**config.mk**
```make
export PLATFORM = sky130hd
export DESIGN_NAME = i2s_tx_serializer_flat
export DESIGN_NICKNAME = d
export VERILOG_FILES = /design/src/rtl/i2s_tx_serializer_pkg.sv /design/src/rtl/i2s_tx_serializer_if.sv /design/src/rtl/i2s_tx_serializer_frame_counter.sv /design/src/rtl/i2s_tx_serializer.sv /design/src/flat_wrapper.sv
export SDC_FILE = /design/constraint.sdc
export NUM_CORES = 1
export LEC_CHECK = 0
export BUFFER_PORTS_ARGS = -buffer_cell sky130_fd_sc_hd__buf_2
export CORE_MARGIN = 5
export CORE_UTILIZATION = 55
export CTS_BUF_LIST = sky130_fd_sc_hd__clkbuf_8
export DETAILED_ROUTE_END_ITERATION = 6
export PLACE_DENSITY_LB_ADDON = 0.25
export SLEW_MARGIN = 0
export SYNTH_ARGS = -nofsm -noshare
export SYNTH_HDL_FRONTEND = slang
export SYNTH_SLANG_ARGS = --single-unit
```
**constraint.sdc**
```tcl
create_clock -name clk_i -period 4.5 [get_ports clk_i]
set_input_delay 1.125 -clock clk_i [delete_from_list [all_inputs] [get_ports clk_i]]
set_output_delay 1.125 -clock clk_i [all_outputs]
set_load 0.03 [all_outputs]
```
**src/rtl/i2s_tx_serializer_pkg.sv**
```systemverilog
// Shared constants, types and helpers for the I2S transmit path and its
// frame-timing sub-block.
package i2s_pkg;

    localparam int SLOT_WIDTH_DEF = 16;
    localparam int PKT_WIDTH_DEF  = 16;
    localparam int FRAME_LEN      = 2 * SLOT_WIDTH_DEF;
    localparam int UNDERRUN_CNT_W = 8;

    typedef logic [$clog2(FRAME_LEN)-1:0] bit_cnt_t;

    function automatic logic [UNDERRUN_CNT_W-1:0] sat_inc(input logic [UNDERRUN_CNT_W-1:0] v);
        logic [UNDERRUN_CNT_W-1:0] r;
        if (v == {UNDERRUN_CNT_W{1'b1}}) begin
            r = v;
        end else begin
            r = v + {{(UNDERRUN_CNT_W-1){1'b0}}, 1'b1};
        end
        return r;
    endfunction

endpackage

```
**src/rtl/i2s_tx_serializer_if.sv**
```systemverilog
// FIFO-side and codec-side signal bundle of the I2S transmit serializer.
// The serializer uses the slave view; the FIFO/codec environment uses master.
interface i2s_tx_serializer_if
    import i2s_pkg::*;
#(
    parameter int PKT_WIDTH = PKT_WIDTH_DEF
) ();

    logic [PKT_WIDTH-1:0]      pkt_i;
    logic                      pktChanged_i;
    logic                      enable_i;
    logic                      lrclk_o;
    logic                      sd_o;
    logic                      frameReq_o;
    logic                      underrun_o;
    logic [UNDERRUN_CNT_W-1:0] underrunCnt_o;

    modport master (
        output pkt_i, pktChanged_i, enable_i,
        input  lrclk_o, sd_o, frameReq_o, underrun_o, underrunCnt_o
    );

    modport slave (
        input  pkt_i, pktChanged_i, enable_i,
        output lrclk_o, sd_o, frameReq_o, underrun_o, underrunCnt_o
    );

endinterface

```
**src/rtl/i2s_tx_serializer_frame_counter.sv**
```systemverilog
// Free-running I2S frame timing: bit counter, word select, frame latch strobe
// and once-per-frame FIFO read request. Shared by the TX and RX paths.
module i2s_frame_counter
    import i2s_pkg::*;
#(
    parameter int SLOT_WIDTH = SLOT_WIDTH_DEF
) (
    input  logic                                clk_i,
    input  logic                                rst_n_i,
    output logic [$clog2(2*SLOT_WIDTH)-1:0]     next_bit_cnt_o,
    output logic                                lrclk_o,
    output logic                                latch_o,
    output logic                                frame_req_o
);

    localparam int FRAME = 2 * SLOT_WIDTH;
    localparam int CNT_W = $clog2(FRAME);

    logic [CNT_W-1:0] cnt_q;
    logic [CNT_W-1:0] cnt_d;
    logic             lrclk_q;
    logic             frame_req_q;

    // Next bit position, wrapping at the end of the frame.
    always_comb begin
        if (cnt_q == CNT_W'(FRAME - 1)) begin
            cnt_d = '0;
        end else begin
            cnt_d = cnt_q + CNT_W'(1);
        end
    end

    // Registered counter; lrclk and frame request are decoded from the next
    // count so they line up with the counter value they describe.
    always_ff @(posedge clk_i or negedge rst_n_i) begin
        if (!rst_n_i) begin
            cnt_q       <= '0;
            lrclk_q     <= 1'b0;
            frame_req_q <= 1'b0;
        end else begin
            cnt_q       <= cnt_d;
            lrclk_q     <= (cnt_d >= CNT_W'(SLOT_WIDTH));
            frame_req_q <= (cnt_d == CNT_W'(FRAME - 1));
        end
    end

    assign next_bit_cnt_o = cnt_d;
    assign lrclk_o        = lrclk_q;
    assign latch_o        = (cnt_q == '0);
    assign frame_req_o    = frame_req_q;

endmodule

```
**src/rtl/i2s_tx_serializer.sv**
```systemverilog
// I2S transmit serializer: holds the latest FIFO sample, latches it once per
// frame into both slots, shifts it out MSB first and flags underruns.
module i2s_tx_serializer
    import i2s_pkg::*;
#(
    parameter int PKT_WIDTH  = PKT_WIDTH_DEF,
    parameter int SLOT_WIDTH = SLOT_WIDTH_DEF
) (
    input  logic                clk_i,
    input  logic                rst_n_i,
    i2s_tx_serializer_if.slave  bus
);

    localparam int CNT_W = $clog2(2 * SLOT_WIDTH);
    localparam int IDX_W = $clog2(SLOT_WIDTH);
    localparam int PAD_W = SLOT_WIDTH - PKT_WIDTH;

    function automatic logic [SLOT_WIDTH-1:0] pad(input logic [PKT_WIDTH-1:0] s);
        return SLOT_WIDTH'(s) << PAD_W;
    endfunction

    logic [CNT_W-1:0]          next_cnt_s;
    logic                      lrclk_s;
    logic                      latch_s;
    logic                      frame_req_s;
    logic [IDX_W-1:0]          idx_s;
    logic [PKT_WIDTH-1:0]      sample_s;

    logic [PKT_WIDTH-1:0]      hold_q,  hold_d;
    logic                      fresh_q, fresh_d;
    logic                      armed_q, armed_d;
    logic [SLOT_WIDTH-1:0]     tx_q,    tx_d;
    logic                      sd_q,    sd_d;
    logic                      ur_q,    ur_d;
    logic [UNDERRUN_CNT_W-1:0] ucnt_q,  ucnt_d;

    i2s_frame_counter #(
        .SLOT_WIDTH (SLOT_WIDTH)
    ) u_frame_counter (
        .clk_i          (clk_i),
        .rst_n_i        (rst_n_i),
        .next_bit_cnt_o (next_cnt_s),
        .lrclk_o        (lrclk_s),
        .latch_o        (latch_s),
        .frame_req_o    (frame_req_s)
    );

    // Capture, frame latch and underrun decision; a strobe in the latch cycle
    // bypasses the hold register and counts as fresh.
    always_comb begin
        hold_d   = hold_q;
        fresh_d  = fresh_q;
        armed_d  = armed_q;
        tx_d     = tx_q;
        ur_d     = 1'b0;
        ucnt_d   = ucnt_q;
        sample_s = bus.pktChanged_i ? bus.pkt_i : hold_q;

        if (bus.pktChanged_i) begin
            hold_d  = bus.pkt_i;
            fresh_d = 1'b1;
            armed_d = 1'b1;
        end else begin
            hold_d  = hold_q;
        end

        if (latch_s) begin
            fresh_d = 1'b0;
            if (!bus.enable_i) begin
                tx_d = '0;
            end else if (bus.pktChanged_i || fresh_q) begin
                tx_d = pad(sample_s);
            end else if (armed_q) begin
                tx_d   = pad(hold_q);
                ur_d   = 1'b1;
                ucnt_d = sat_inc(ucnt_q);
            end else begin
                tx_d = pad(hold_q);
            end
        end else begin
            tx_d = tx_q;
        end
    end

    // Bit of txReg for the upcoming bit position: left slot at 1..S, right at
    // S+1..2S-1, right LSB trailing into position 0 of the next frame.
    always_comb begin
        if (next_cnt_s == '0) begin
            idx_s = '0;
        end else if (int'(next_cnt_s) <= SLOT_WIDTH) begin
            idx_s = IDX_W'(SLOT_WIDTH - int'(next_cnt_s));
        end else begin
            idx_s = IDX_W'(2 * SLOT_WIDTH - int'(next_cnt_s));
        end
        sd_d = tx_d[idx_s];
    end

    // Datapath and status registers.
    always_ff @(posedge clk_i or negedge rst_n_i) begin
        if (!rst_n_i) begin
            hold_q  <= '0;
            fresh_q <= 1'b0;
            armed_q <= 1'b0;
            tx_q    <= '0;
            sd_q    <= 1'b0;
            ur_q    <= 1'b0;
            ucnt_q  <= '0;
        end else begin
            hold_q  <= hold_d;
            fresh_q <= fresh_d;
            armed_q <= armed_d;
            tx_q    <= tx_d;
            sd_q    <= sd_d;
            ur_q    <= ur_d;
            ucnt_q  <= ucnt_d;
        end
    end

    assign bus.lrclk_o       = lrclk_s;
    assign bus.frameReq_o    = frame_req_s;
    assign bus.sd_o          = sd_q;
    assign bus.underrun_o    = ur_q;
    assign bus.underrunCnt_o = ucnt_q;

endmodule

```
**src/flat_wrapper.sv**
```systemverilog
// flat-port wrapper written by rule: the top's interface ports become plain ports
module i2s_tx_serializer_flat import i2s_pkg::*;
#(
    parameter int PKT_WIDTH  = PKT_WIDTH_DEF,
    parameter int SLOT_WIDTH = SLOT_WIDTH_DEF
)
  (clk_i, rst_n_i, bus_pkt_i, bus_pktChanged_i, bus_enable_i, bus_lrclk_o, bus_sd_o, bus_frameReq_o, bus_underrun_o, bus_underrunCnt_o);
  i2s_tx_serializer_if #(.PKT_WIDTH(PKT_WIDTH)) bus_i ();
  input  logic clk_i;
  input  logic rst_n_i;
  input wire logic [$bits(bus_i.pkt_i)-1:0] bus_pkt_i;
  input wire logic [$bits(bus_i.pktChanged_i)-1:0] bus_pktChanged_i;
  input wire logic [$bits(bus_i.enable_i)-1:0] bus_enable_i;
  output wire logic [$bits(bus_i.lrclk_o)-1:0] bus_lrclk_o;
  output wire logic [$bits(bus_i.sd_o)-1:0] bus_sd_o;
  output wire logic [$bits(bus_i.frameReq_o)-1:0] bus_frameReq_o;
  output wire logic [$bits(bus_i.underrun_o)-1:0] bus_underrun_o;
  output wire logic [$bits(bus_i.underrunCnt_o)-1:0] bus_underrunCnt_o;
  assign bus_i.pkt_i = bus_pkt_i;
  assign bus_i.pktChanged_i = bus_pktChanged_i;
  assign bus_i.enable_i = bus_enable_i;
  assign bus_lrclk_o = bus_i.lrclk_o;
  assign bus_sd_o = bus_i.sd_o;
  assign bus_frameReq_o = bus_i.frameReq_o;
  assign bus_underrun_o = bus_i.underrun_o;
  assign bus_underrunCnt_o = bus_i.underrunCnt_o;
  i2s_tx_serializer #(.PKT_WIDTH(PKT_WIDTH), .SLOT_WIDTH(SLOT_WIDTH)) u_core (.clk_i(clk_i), .rst_n_i(rst_n_i), .bus(bus_i));
endmodule
```
=== Yosys cells after proc, flatten, opt, wreduce, memory -nomap -nowiden ===
Cells that the tools add are included.
W data, S select, Z words.

* $add $sub $neg: 4
* Reductions and logical operators: 5
* Mux-type cells: 15
* Magnitude comparators: 3
* Equal/unequal tests: 3
* Bitwise operators: 2

{| class="wikitable"
|+ Operator list
! cell !! count
|-
| $mux W16 || 4
|-
| $eq A5 B5 Y1 const B || 2
|-
| $logic_not A5 Y1 || 2
|-
| $add A8 B1 Y8 const B || 1
|-
| $eq A8 B8 Y1 const B || 1
|-
| $mux W4 || 2
|-
| $sub A1 B4 Y4 const A || 2
|-
| $mux W1 || 7
|-
| $add A5 B1 Y5 const B || 1
|-
| $ge A5 B5 Y1 const B || 1
|-
| $le A5 B5 Y1 const B || 1
|-
| $lt A4 B5 Y1 const B || 1
|-
| $mux W5 || 1
|-
| $reduce_and A5 Y1 || 1
|-
| $bmux W1 S4 || 1
|-
| $not A1 Y1 || 2
|-
| $reduce_bool A2 Y1 || 1
|-
| $logic_or A1 B1 Y1 || 1
|}

* Word-level logic and storage cells: 42
* Flip-flop bits (word level): 51
* Input bits: 20

=== Depth between registers and ports, before layout ===
Gate-level depths: netlist of run 1.

* Depth in word-level cells: 7
* Mapped depth: 14
* Gate-level depth less buffers: 12

=== Modules after synthesis ===
From an unflattened synthesis of run 1, not the netlist that was laid out.

* Cells, all modules: 163
* Area total of the unflattened synthesis: 2184.6 um^2

{| class="wikitable"
|+ Modules (own cells, without submodules)
! module !! cells an instance !! area each (um^2) !! times used !! seq. area each (um^2)
|-
| i2s_tx_serializer || 141 || 1914.3 || 1 || 1101.1
|-
| i2s_frame_counter || 22 || 270.3 || 1 || 150.1
|}

=== Worst setup path before layout of run 1 ===
Ideal clock, no wire load.

* Path type: flip-flop to flip-flop
* From: register u_core.u_frame_counter.cnt_q[0]
* To: register u_core.sd_q, in the netlist u_core.bus.sd_o
* Setup time: 0.101 ns
* Cell stages (with the launch flop): 14
* Required time: 4.399 ns
* Slack: 1.699 ns
* Data arrival time: 2.700 ns
* Cell sequence: dfrtp_1 -> ha_1 -> and3_1 -> ha_1 -> inv_1 -> nand2_1 -> ha_1 -> clkbuf_1 -> nor3_1 -> clkbuf_1 -> nor3_1 -> nor3_1 -> o32ai_1 -> o32ai_1

* Word-level cells in the longest chain between the ends: 7
* Elaborated cells between the ends (all ways): 13
* Classes of those cells: add/sub (3); order compare (1); eq/ne (1); mux (6); reduce/logical (2)

{| class="wikitable"
|+ RTL lines
! element !! line !! source
|-
| from (decl) || i2s_tx_serializer_frame_counter.sv:19 || <nowiki>logic [CNT_W-1:0] cnt_q;</nowiki>
|-
| from (signal assigned) || i2s_tx_serializer_frame_counter.sv:41 || <nowiki>cnt_q <= cnt_d;</nowiki>
|-
| $add A5 B1 Y5 or $eq A5 B5 Y1 (tied branches) || i2s_tx_serializer_frame_counter.sv:29, i2s_tx_serializer_frame_counter.sv:26 ||
|-
| $mux W5 || i2s_tx_serializer_frame_counter.sv:26 || <nowiki>if (cnt_q == CNT_W'(FRAME - 1)) begin</nowiki>
|-
| $sub A1 B4 Y4 or $le A5 B5 Y1 (tied branches) || i2s_tx_serializer.sv:91, i2s_tx_serializer.sv:93, i2s_tx_serializer.sv:90 ||
|-
| $mux W4 || i2s_tx_serializer.sv:90 || <nowiki>end else if (int'(next_cnt_s) <= SLOT_WIDTH) begin</nowiki>
|-
| $mux W4 || i2s_tx_serializer.sv:88 || <nowiki>if (next_cnt_s == '0) begin</nowiki>
|-
| $bmux W1 S4 (*) || i2s_tx_serializer.sv:95 || <nowiki>sd_d = tx_d[idx_s];</nowiki>
|-
| $mux W1 (implied by the code) (*) || i2s_tx_serializer.sv:95 ||
|-
| named net u_core.sd_d || i2s_tx_serializer.sv:33 || <nowiki>logic sd_q, sd_d;</nowiki>
|-
| to (signal assigned) || i2s_tx_serializer.sv:105 || <nowiki>sd_q <= 1'b0;</nowiki>
|-
| to (signal assigned) || i2s_tx_serializer.sv:113 || <nowiki>sd_q <= sd_d;</nowiki>
|-
| to (decl) || i2s_tx_serializer.sv:33 ||
|}

The timed path passes the listed nets; every way through them passes the cells marked *. The select of a mux whose other input is x is not followed.
A chain may end at the register's enable or synchronous reset.

=== Worst setup path in the final report of run 1 ===
Ends and elaborated chain as after synthesis.

==> results.md, run 1 <==
• 0 — Diodes inserted
• 3.679 ps — clock tree skew after final layout
• 3934 ps — min Tclk post-route
• 87.42% — Final Cycle Share
• 34.3% — Clock power frac
• 3.961 mm — Final HPWL DP
• 5.737 mm — total wire length
• u_core.u_frame_counter.cnt_q[0]$_DFF_PN0_ — beginning of the worst register-to-register path
• 0 — overflow left after global routing
• sky130_fd_sc_hd__a21boi_1 — cell with the biggest individual delay on the critical path
• 10.22% — signed area change from the synthesized netlist to the final layout
• 4692 um^2 — Core Footprint
• 0 ps — aggregate negative setup slack
• 0.001383 uW — LEAKAGE
• 50 x sky130_fd_sc_hd__dfrtp_1, 27 x sky130_fd_sc_hd__nand2_1, 14 x sky130_fd_sc_hd__nand3_1, 14 x sky130_fd_sc_hd__nor3_1 — synth cell count leaders
• 47.33% — top cell type's share of synthesized area
• false — unrepaired setup endpoints after global routing
• compound AO/OA/AOI/OAI gates — dominant delay contributor by cell family on the critical path
• 0 — remaining design rule violation count
• 50 — total clock sinks
• 4 — drt first pass iters
• 287 — Post-Synthesis Net Count
• register to register — crit path kind
• 0 — final number of hold-violating endpoints
• u_core.tx_q[12]$_DFF_PN0_ — critical hold path startpoint
• 32 — Boundary Pins
• 300 ps — Clk Latency, worst-skew pair
• 1274 um^2 — area of combinational cells with multiple inputs
• 25 — number of standard-cell rows in the floorplan
• ha_1, and3_1, ha_1, inv_1, nand2_1, ha_1, a21boi_1, o21ai_0, a21oi_1, a311oi_1, o32ai_1 — sequence of cells on the critical path
• 0 — number of setup buffers added after CTS
• 26.40% — relative slew slack
• u_core.tx_q[12]$_DFF_PN0_ — Hold Path Sink
• completed — run status
• sky130_fd_sc_hd__dfrtp_1 — biggest area consumer among synthesized cells
• 1099 ps — Worst Tran Pin Value
• 411 — number of filler instances in the final layout
• 9.2% — power share of the combinational group
• u_core.bus.sd_o$_DFF_PN0_ — Worst R2R End
• 570 ps — worst-case register-to-register setup slack
• 2,157 — number of global-route vias before repair
• 480.7 ps — hold slack
• 5 — number of CTS-inserted buffers
• 150 — initial detailed-routing violation count
• 780 ps — maximum cell stage delay along the critical path
• 11 — Crit path depth
• 79.33 um — y dimension of the die
• 90 ps — clock transition time at the flip-flop clock pins of the worst setup and hold paths
• 0.1989 mV — maximum ir drop on the vdd rail
• 2 — CTS HTree Levels
• 50 — number of register bits inferred by synthesis
• register — crit path capture type
• 0 — number of failing setup endpoints in the final timing report
• 79.33 um — die width
• 100.0% — share of async-settable or async-resettable flops after synthesis
• 47.33% — sequential share of the synthesized area
• 56.35% — initial cell density of the core
• sky130_fd_sc_hd__clkbuf_8 — clk root buf
• 4130 ps — data arrival time of the critical path
• 10.13 um^2 — post-synthesis average cell area
• 16.92 um — drt wl/cell
• 51 — maximum number of pins on one net before global-route repair
• 6.012 — Vias/cell
• 4700 ps — required time of the worst setup path
• sky130_fd_sc_hd__dfrtp_1 47%, sky130_fd_sc_hd__mux2_2 3.8%, sky130_fd_sc_hd__nand2_1 3.8%, sky130_fd_sc_hd__mux2i_1 3.0%, sky130_fd_sc_hd__ha_1 2.8% — largest cells by area after synthesis
• 296.5 nW/um^2 — power density relative to cell area
• 10.23 mm — global-route wire length before repair
• 21.40% — share of post-route cells with drive strength above 1
• 23.16% — switching part of the total power
• 261 — synthesized netlist cell count
• register — critical path startpoint category
• 2644 um^2 — total standard cell area after synthesis
• 2,038 — Via Count
• 56.4% — Seq pwr share
• 1251 um^2 — storage element area
• 2 — largest buffer count on any clock path
• 0 — number of buffers inserted by hold repair at cts
• register to register — Hold/Removal Path Class
• 47 — number of distinct library cells after synthesis
• 0 — reported max-cap violation count
• 254.2 MHz — highest clock rate
• 2 — hold depth
• 0 — Gates resized, CTS repair
• 0.8284 — Final GP Congestion
• 31 — port buffer count
• 0 — count of pins over their slew limit
• 310 — count of nets after finishing
• yes — CTS tree
• 1 — number of buffers and inverters on the critical path
• 11 — depth of the most critical reg-to-reg path
• 21 — crit-path max FO
• 0 — count of flip-flops with a built-in enable after synthesis
• sky130_fd_sc_hd__dfrtp_1 — top_reg_cell synth
• 663.9 uW — internal power
• 20.50% — overall global routing resource usage
• 0 — final antenna-violating net count
• 0 — number of synthesis warnings
• sky130_fd_sc_hd__ha_1 — most numerous cell on the critical path
• 6293 um^2 — die outline area
• 0 — initial antenna violation count
• sky130_fd_sc_hd__dfrtp_1 — dominant cell by count in the synthesized netlist
• 200.1 uW — Net Sw Power
[layout by cell type (no fill, tap or decap), drive strengths merged, types with 2 or more instances in the layout]
cell / synthesis / final
nor4b: 5 / 5
dfrtp: 50 / 50
nor2: 13 / 13
nor2b: 4 / 4
xor2: 2 / 2
mux2: 10 / 10
o32ai: 5 / 5
xnor2: 7 / 7
nand2: 31 / 31
buf: 4 / 32
a22oi: 4 / 4
o21ai: 8 / 8
mux2i: 8 / 8
nand2b: 4 / 4
ha: 6 / 6
a22o: 8 / 8
nand4: 2 / 2
or3: 3 / 3
and3: 4 / 4
o2111ai: 2 / 2
a21oi: 11 / 11
nand3: 14 / 14
nor3: 14 / 14
inv: 13 / 13
a311oi: 6 / 6
clkbuf: 12 / 8
[per-stage QoR]
stage / instance area (um^2) / worst slack, ps / total power (uW) / utilization [%] / instances
global route: 2914 / 151.8 / 901.6 / 62.11 / 339
floorplan: 2644 / 1699 / 542.9 / - / 261
CTS: 2914 / 678.0 / 871.3 / 62.11 / 339
global placement: 2804 / 985.6 / 572.5 / 59.76 / 331
finish: 2914 / 566.1 / 864.0 / 62.11 / 339
detailed placement: 2804 / 784.9 / 575.7 / 59.76 / 331
[how the worst max path moves through the flow]
| stage | start | to | slack (ps) |
|---|---|---|---|
| after floorplan | u_core.u_frame_counter.cnt_q[0]$_DFF_PN0_ | u_core.bus.sd_o$_DFF_PN0_ | 1700 |
| after global placement | u_core.u_frame_counter.cnt_q[0]$_DFF_PN0_ | u_core.bus.sd_o$_DFF_PN0_ | 990 |
| after detailed placement | u_core.u_frame_counter.cnt_q[0]$_DFF_PN0_ | u_core.bus.sd_o$_DFF_PN0_ | 780 |
| after CTS | u_core.u_frame_counter.cnt_q[0]$_DFF_PN0_ | u_core.bus.sd_o$_DFF_PN0_ | 680 |
| after global routing | u_core.u_frame_counter.cnt_q[0]$_DFF_PN0_ | u_core.bus.sd_o$_DFF_PN0_ | 150 |
| final | u_core.u_frame_counter.cnt_q[0]$_DFF_PN0_ | u_core.bus.sd_o$_DFF_PN0_ | 570 |
[cell families after synthesis]
| logic type | synth area share [%] |
|---|---|
| buffers and inverters | 4.496 |
| flip-flops | 47.33 |
| AND/OR/NAND/NOR | 20.02 |
| adder cells (fa/ha/maj) | 2.839 |
| multiplexers | 7.288 |
| AO/OA/AOI/OAI | 14.20 |
| XOR/XNOR | 3.834 |
[sequential cells by signal, summed over array words and instances (netlist names)]
register / count
u_core.hold_q: 16
u_core.tx_q: 16
u_core.bus.underrunCnt_o: 8
u_core.u_frame_counter.cnt_q: 5
u_core.armed_q: 1
u_core.bus.sd_o: 1
u_core.bus.underrun_o: 1
u_core.fresh_q: 1
u_core.u_frame_counter.frame_req_o: 1
[power by group through the flow]
stage,clock (uW),combinational (uW),sequential (uW)
4_1_cts,304,80.4,487
6_report,297,79.9,487
2_1_floorplan,0,49.5,493
3_3_place_gp,0,77.6,495
5_1_grt,322,89.6,490
3_5_place_dp,0,79.6,496
[cell type report]
| cell class | count | area share (%) |
|---|---|---|
| clock buffer | 8 | 3.778 |
| inverter | 13 | 1.675 |
| multi-input combinational | 182 | 43.71 |
| sequential | 50 | 42.94 |
| tap | 54 | 2.319 |
| timing repair buffer | 32 | 5.582 |
[metal layers]
metal	track usage, %	share of wire (%)
met1	26.62	44
met2	33.33	49
met3	4.082	5.1
met4	8.763	2.7
met5	0	0
[worst reg2reg max path: stages, from the launching register on]
cell                       delay, ps
sky130_fd_sc_hd__dfrtp_1         390
sky130_fd_sc_hd__ha_1            260
sky130_fd_sc_hd__and3_1          180
sky130_fd_sc_hd__ha_1            380
sky130_fd_sc_hd__inv_1           210
sky130_fd_sc_hd__nand2_1         190
sky130_fd_sc_hd__ha_1            550
sky130_fd_sc_hd__a21boi_1        780
sky130_fd_sc_hd__o21ai_0         250
sky130_fd_sc_hd__a21oi_1         220
sky130_fd_sc_hd__a311oi_1         80
sky130_fd_sc_hd__o32ai_1         330
Note: power is estimated with default switching activity, not from simulation.
==> inputs of run 2 (changes only) <==
CORE_UTILIZATION = 54   (was 55)
clock period = 3.55 ns   (was 4.5 ns; I/O delays follow)
==> results.md, run 2 (synthesis results as in run 1) <==
• 0 — final antenna-violating net count
• yes — CTS tree
• 0 — final number of hold-violating endpoints
• 25 — number of standard-cell rows in the floorplan
• 0 — Gates resized, CTS repair
• 1033 uW — total chip power
• 0 — initial antenna violation count
• 5.730 — Vias/cell
• 50 x sky130_fd_sc_hd__dfrtp_1, 31 x sky130_fd_sc_hd__buf_2, 27 x sky130_fd_sc_hd__nand2_1 — highest-count cells in the layout ignoring fill and taps
• 115 — initial detailed-routing violation count
• 12 — crit-path max FO
• 0 — number of setup buffers added after CTS
• 3170 ps — min Tclk post-route
• 79.97 um — die width
• 1274 um^2 — area of combinational cells with multiple inputs
• 0 — remaining design rule violation count
• 1,949 — number of global-route vias before repair
• sky130_fd_sc_hd__clkbuf_8 — clk root buf
• 31 — port buffer count
• 0.8355 — Final GP Congestion
• 0 — number of buffers inserted by hold repair at cts
• sky130_fd_sc_hd__dfrtp_1 — cell with the biggest individual delay on the critical path
• completed — run status
• 0 — overflow left after global routing
• 0 — count of pins over their slew limit
• ha_1, and3_1, ha_1, inv_1, nand2_1, ha_1, buf_4, o21ai_1, nand2_1, a211oi_1, o31ai_1, o32ai_1 — sequence of cells on the critical path
• 90 ps — clock transition time at the flip-flop clock pins of the worst setup and hold paths
• register to register — crit path kind
• 6395 um^2 — die outline area
• 472.7 ps — hold slack
• 21.88% — share of post-route cells with drive strength above 1
• register to register — Hold/Removal Path Class
• 55.97% — initial cell density of the core
• 414 — number of filler instances in the final layout
• sky130_fd_sc_hd__dfrtp_1 — most common cell after layout, fill and taps aside
• 300 ps — Clk Latency, worst-skew pair
• 1067 ps — Worst Tran Pin Value
• 420 ps — maximum cell stage delay along the critical path
• register — crit path capture type
• 18.71% — overall global routing resource usage
• 32 — Boundary Pins
• 12 — depth of the most critical reg-to-reg path
• 0 — Diodes inserted
• 1251 um^2 — storage element area
• u_core.bus.sd_o$_DFF_PN0_ — Worst R2R End
• 5 — number of CTS-inserted buffers
• 0 — number of failing setup endpoints in the final timing report
• 314 — count of nets after finishing
• 28.86% — relative slew slack
• 3.958 mm — Final HPWL DP
• 2 — largest buffer count on any clock path
• 380 ps — worst-case register-to-register setup slack
• 9.308 mm — global-route wire length before repair
• 3380 ps — data arrival time of the critical path
• 2 — CTS HTree Levels
• register — critical path startpoint category
• 0 — reported max-cap violation count
• 15.50 um — drt wl/cell
• 0.001389 uW — LEAKAGE
• 2,034 — Via Count
• u_core.tx_q[9]$_DFF_PN0_ — critical hold path startpoint
• 352.6 nW/um^2 — power density relative to cell area
• 2 — hold depth
• 7.358 ps — clock tree skew after final layout
• 3760 ps — required time of the worst setup path
• sky130_fd_sc_hd__ha_1 — most numerous cell on the critical path
• 89.29% — Final Cycle Share
• 10.84% — signed area change from the synthesized netlist to the final layout
• 0.2089 mV — maximum ir drop on the vdd rail
• 50 — total clock sinks
• 79.97 um — y dimension of the die
• u_core.u_frame_counter.cnt_q[0]$_DFF_PN0_ — beginning of the worst register-to-register path
• false — unrepaired setup endpoints after global routing
• 4 — drt first pass iters
• 5.501 mm — total wire length
• 315.5 MHz — highest clock rate
• 51 — maximum number of pins on one net before global-route repair
• 4723 um^2 — Core Footprint
• u_core.tx_q[9]$_DFF_PN0_ — Hold Path Sink
• 0 ps — aggregate negative setup slack
-- run 2: cell count changes in the layout (fill, tap and decap cells not counted) --
| cell | previous run | this run |
|---|---|---|
| sky130_fd_sc_hd__inv_1 | 13 | 14 |
| sky130_fd_sc_hd__clkinvlp_4 | 0 | 1 |
| sky130_fd_sc_hd__clkbuf_8 | 8 | 5 |
| sky130_fd_sc_hd__buf_4 | 1 | 5 |
-- run 2: worst max-delay path by stage --
stage | startpoint | to | slack [ps] | cells after the start
after floorplan | u_core.u_frame_counter.cnt_q[0]$_DFF_PN0_ | u_core.bus.sd_o$_DFF_PN0_ | 750 | 13
after global placement | u_core.u_frame_counter.cnt_q[0]$_DFF_PN0_ | u_core.bus.sd_o$_DFF_PN0_ | 560 | 12
after detailed placement | u_core.u_frame_counter.cnt_q[0]$_DFF_PN0_ | u_core.bus.sd_o$_DFF_PN0_ | 410 | 12
after CTS | u_core.u_frame_counter.cnt_q[0]$_DFF_PN0_ | u_core.bus.sd_o$_DFF_PN0_ | 400 | 12
after global routing | u_core.u_frame_counter.cnt_q[0]$_DFF_PN0_ | u_core.bus.sd_o$_DFF_PN0_ | 210 | 12
final | u_core.u_frame_counter.cnt_q[0]$_DFF_PN0_ | u_core.bus.sd_o$_DFF_PN0_ | 380 | 12
-- run 2: where the power goes --
part | switching (uW) | internal [uW] | total, uW
registers | 15.1 | 602 | 617
clock network | 184 | 133 | 317
logic | 56.8 | 42.9 | 99.6
total | 256 | 777 | 1030
-- run 2: layout make-up --
cell class                 count  area share, %
inverter                      13          1.665
timing repair buffer          36          6.576
multi-input combinational    182          43.47
clock buffer                   5          2.348
clock inverter                 2         0.3843
tap                           67          2.861
sequential                    50          42.70
-- run 2: worst max-delay path: cells and delay by family (launching register included) --
family	cells	cell delay, ps
AO/OA/AOI/OAI	4	1010
adder cells (fa/ha/maj)	3	800
buffers and inverters	2	390
flip-flops	1	420
AND/OR/NAND/NOR	3	460
-- run 2: through the flow --
step | util, % | instances | setup WS [ps] | instance area [um^2]
after floorplan | - | 261 | 748.9 | 2644
after global placement | 60.34 | 348 | 562.0 | 2850
after detailed placement | 60.34 | 348 | 413.9 | 2850
after CTS | 62.04 | 355 | 401.3 | 2930
after global routing | 62.04 | 355 | 207.5 | 2930
final | 62.04 | 355 | 380.1 | 2930
-- run 2: routing by layer --
metal / share of wire (%) / vias up / track usage, %
met5: 0 / - / 0
met4: 1.7 / 0 / 6.081
met3: 4.2 / 9 / 3.612
met2: 48 / 50 / 30.63
met1: 47 / 987 / 24.89
li1: - / 988 / -
==> inputs of run 3 (changes only) <==
clock period = 2.75 ns   (was 3.55 ns; I/O delays follow)
==> results.md, run 3 (synthesis results as in run 1) <==
• completed — run status
• 32 — Boundary Pins
• sky130_fd_sc_hd__dfrtp_1 — cell with the biggest individual delay on the critical path
• 10 — crit-path max FO
• 31 — port buffer count
• 1400 uW — total chip power
• 6395 um^2 — die outline area
• primary input to async pin — Hold/Removal Path Class
• 2 — largest buffer count on any clock path
• register — crit path capture type
• 0 — final antenna-violating net count
• 441.3 nW/um^2 — power density relative to cell area
• 0.9238 — Final GP Congestion
• 0 — count of pins over their slew limit
• 0 — Diodes inserted
• 2,152 — Via Count
• 2 — CTS HTree Levels
• 2690 ps — min Tclk post-route
• 19.87% — overall global routing resource usage
• 50 x sky130_fd_sc_hd__dfrtp_1, 31 x sky130_fd_sc_hd__buf_2, 27 x sky130_fd_sc_hd__nand2_1 — highest-count cells in the layout ignoring fill and taps
• 9.756 ps — clock tree skew after final layout
• 452.0 ps — hold slack
• 410 ps — maximum cell stage delay along the critical path
• 67.15% — core utilization of the finished layout
• 0 — overflow left after global routing
• 375 — post-route non-filler standard cell count
• 36 — maximum number of pins on one net before global-route repair
• 121 — initial detailed-routing violation count
• yes — CTS tree
• 79.97 um — y dimension of the die
• 16.23 um — drt wl/cell
• 333 — count of nets after finishing
• 362 — cell count after placement
• 4 — drt first pass iters
• 48.81% — relative slew slack
• 0 — number of failing setup endpoints in the final timing report
• 0 — reported max-cap violation count
• 5 — number of CTS-inserted buffers
• 2910 ps — data arrival time of the critical path
• 0.2677 mV — maximum ir drop on the vdd rail
• 2970 ps — required time of the worst setup path
• 767.9 ps — Worst Tran Pin Value
• ha_1, and3_1, ha_1, inv_1, nand2_1, ha_2, buf_4, o21ai_1, buf_4, buf_4, a21oi_1, o32ai_2, o32ai_2, o32ai_2 — sequence of cells on the critical path
• 55.97% — initial cell density of the core
• 9.880 mm — global-route wire length before repair
• 19.97% — signed area change from the synthesized netlist to the final layout
• 25 — number of standard-cell rows in the floorplan
• 79.97 um — die width
• 4723 um^2 — Core Footprint
• sky130_fd_sc_hd__clkbuf_8 — clk root buf
• 371.8 MHz — highest clock rate
• 2,033 — number of global-route vias before repair
• 100 ps — clock transition time at the flip-flop clock pins of the worst setup and hold paths
• register to register — crit path kind
• 0 ps — aggregate negative setup slack
• 0 — number of buffers inserted by hold repair at cts
• 0 — final number of hold-violating endpoints
• 300 ps — Clk Latency, worst-skew pair
• register — critical path startpoint category
• 0 — initial antenna violation count
• 97.80% — Final Cycle Share
• 30.84% — share of post-route cells with drive strength above 1
• sky130_fd_sc_hd__dfrtp_1 — most common cell after layout, fill and taps aside
• 50 — total clock sinks
• 4.381 mm — Final HPWL DP
• 0 — remaining design rule violation count
• 0.001501 uW — LEAKAGE
• 6.086 mm — total wire length
• 5.739 — Vias/cell
-- run 3: cell count changes in the layout (fill, tap and decap cells not counted), moves of 2 or more --
cell | before | now
sky130_fd_sc_hd__buf_4 | 5 | 22
sky130_fd_sc_hd__buf_6 | 0 | 2
sky130_fd_sc_hd__nor3_1 | 14 | 12
sky130_fd_sc_hd__o32ai_1 | 5 | 1
sky130_fd_sc_hd__o32ai_2 | 0 | 4
-- run 3: where the power goes --
group          switching [uW]  internal (uW)
combinational            79.2           59.8
sequential               19.2            777
clock                     257            208
-- run 3: repair_timing --
item | in CTS | in global routing
setup buffers | 0 | 4
resized for setup | 0 | 17
endpoints found under the setup margin | 0 | 1
-- run 3: final timing paths --
kind                            slack (ps)  cells past startpoint                                      start                   endpoint
worst max register to register          60                     14  u_core.u_frame_counter.cnt_q[1]$_DFF_PN0_  u_core.bus.sd_o$_DFF_PN0_
max in group asynchronous             1660                      2                                    rst_n_i   u_core.tx_q[0]$_DFF_PN0_
min in group clk_i                     490                      2                  u_core.tx_q[13]$_DFF_PN0_  u_core.tx_q[13]$_DFF_PN0_
worst min-delay path                   450                      1                                    rst_n_i  u_core.tx_q[10]$_DFF_PN0_
worst max-delay path                    60                     14  u_core.u_frame_counter.cnt_q[1]$_DFF_PN0_  u_core.bus.sd_o$_DFF_PN0_
worst min register to register         490                      2                  u_core.tx_q[13]$_DFF_PN0_  u_core.tx_q[13]$_DFF_PN0_
-- run 3: critical path, delay by kind of cell (launching register included) --
family                   cells  cell delay [ps]
adder cells (fa/ha/maj)      3              620
AO/OA/AOI/OAI                5              720
flip-flops                   1              410
AND/OR/NAND/NOR              2              270
buffers and inverters        4              570
-- run 3: layout make-up --
cell class              count  area (um^2)
fillers                   376         1551
well taps                  67        83.83
inverters                  13        48.80
clock inverters             2        16.27
flip-flops and latches     50         1251
clock buffers               6        82.58
multi-input cells         182         1346
repair buffers             55        342.8
-- run 3: stage by stage --
stage | instance area, um^2 | setup WS, ps
floorplan | 2645 | 16.09
global placement | 2955 | 132.6
detailed placement | 2955 | 64.97
CTS | 3054 | 20.19
global route | 3172 | -64.16
finish | 3172 | 60.46
-- run 3: per-layer routing --
layer	routed length, um	part of all wire (%)	GRT usage (%)
met5	0	0	0
met4	56	0.92	5.743
met3	339	5.6	4.063
met2	2954	49	31.71
met1	2735	45	27.31
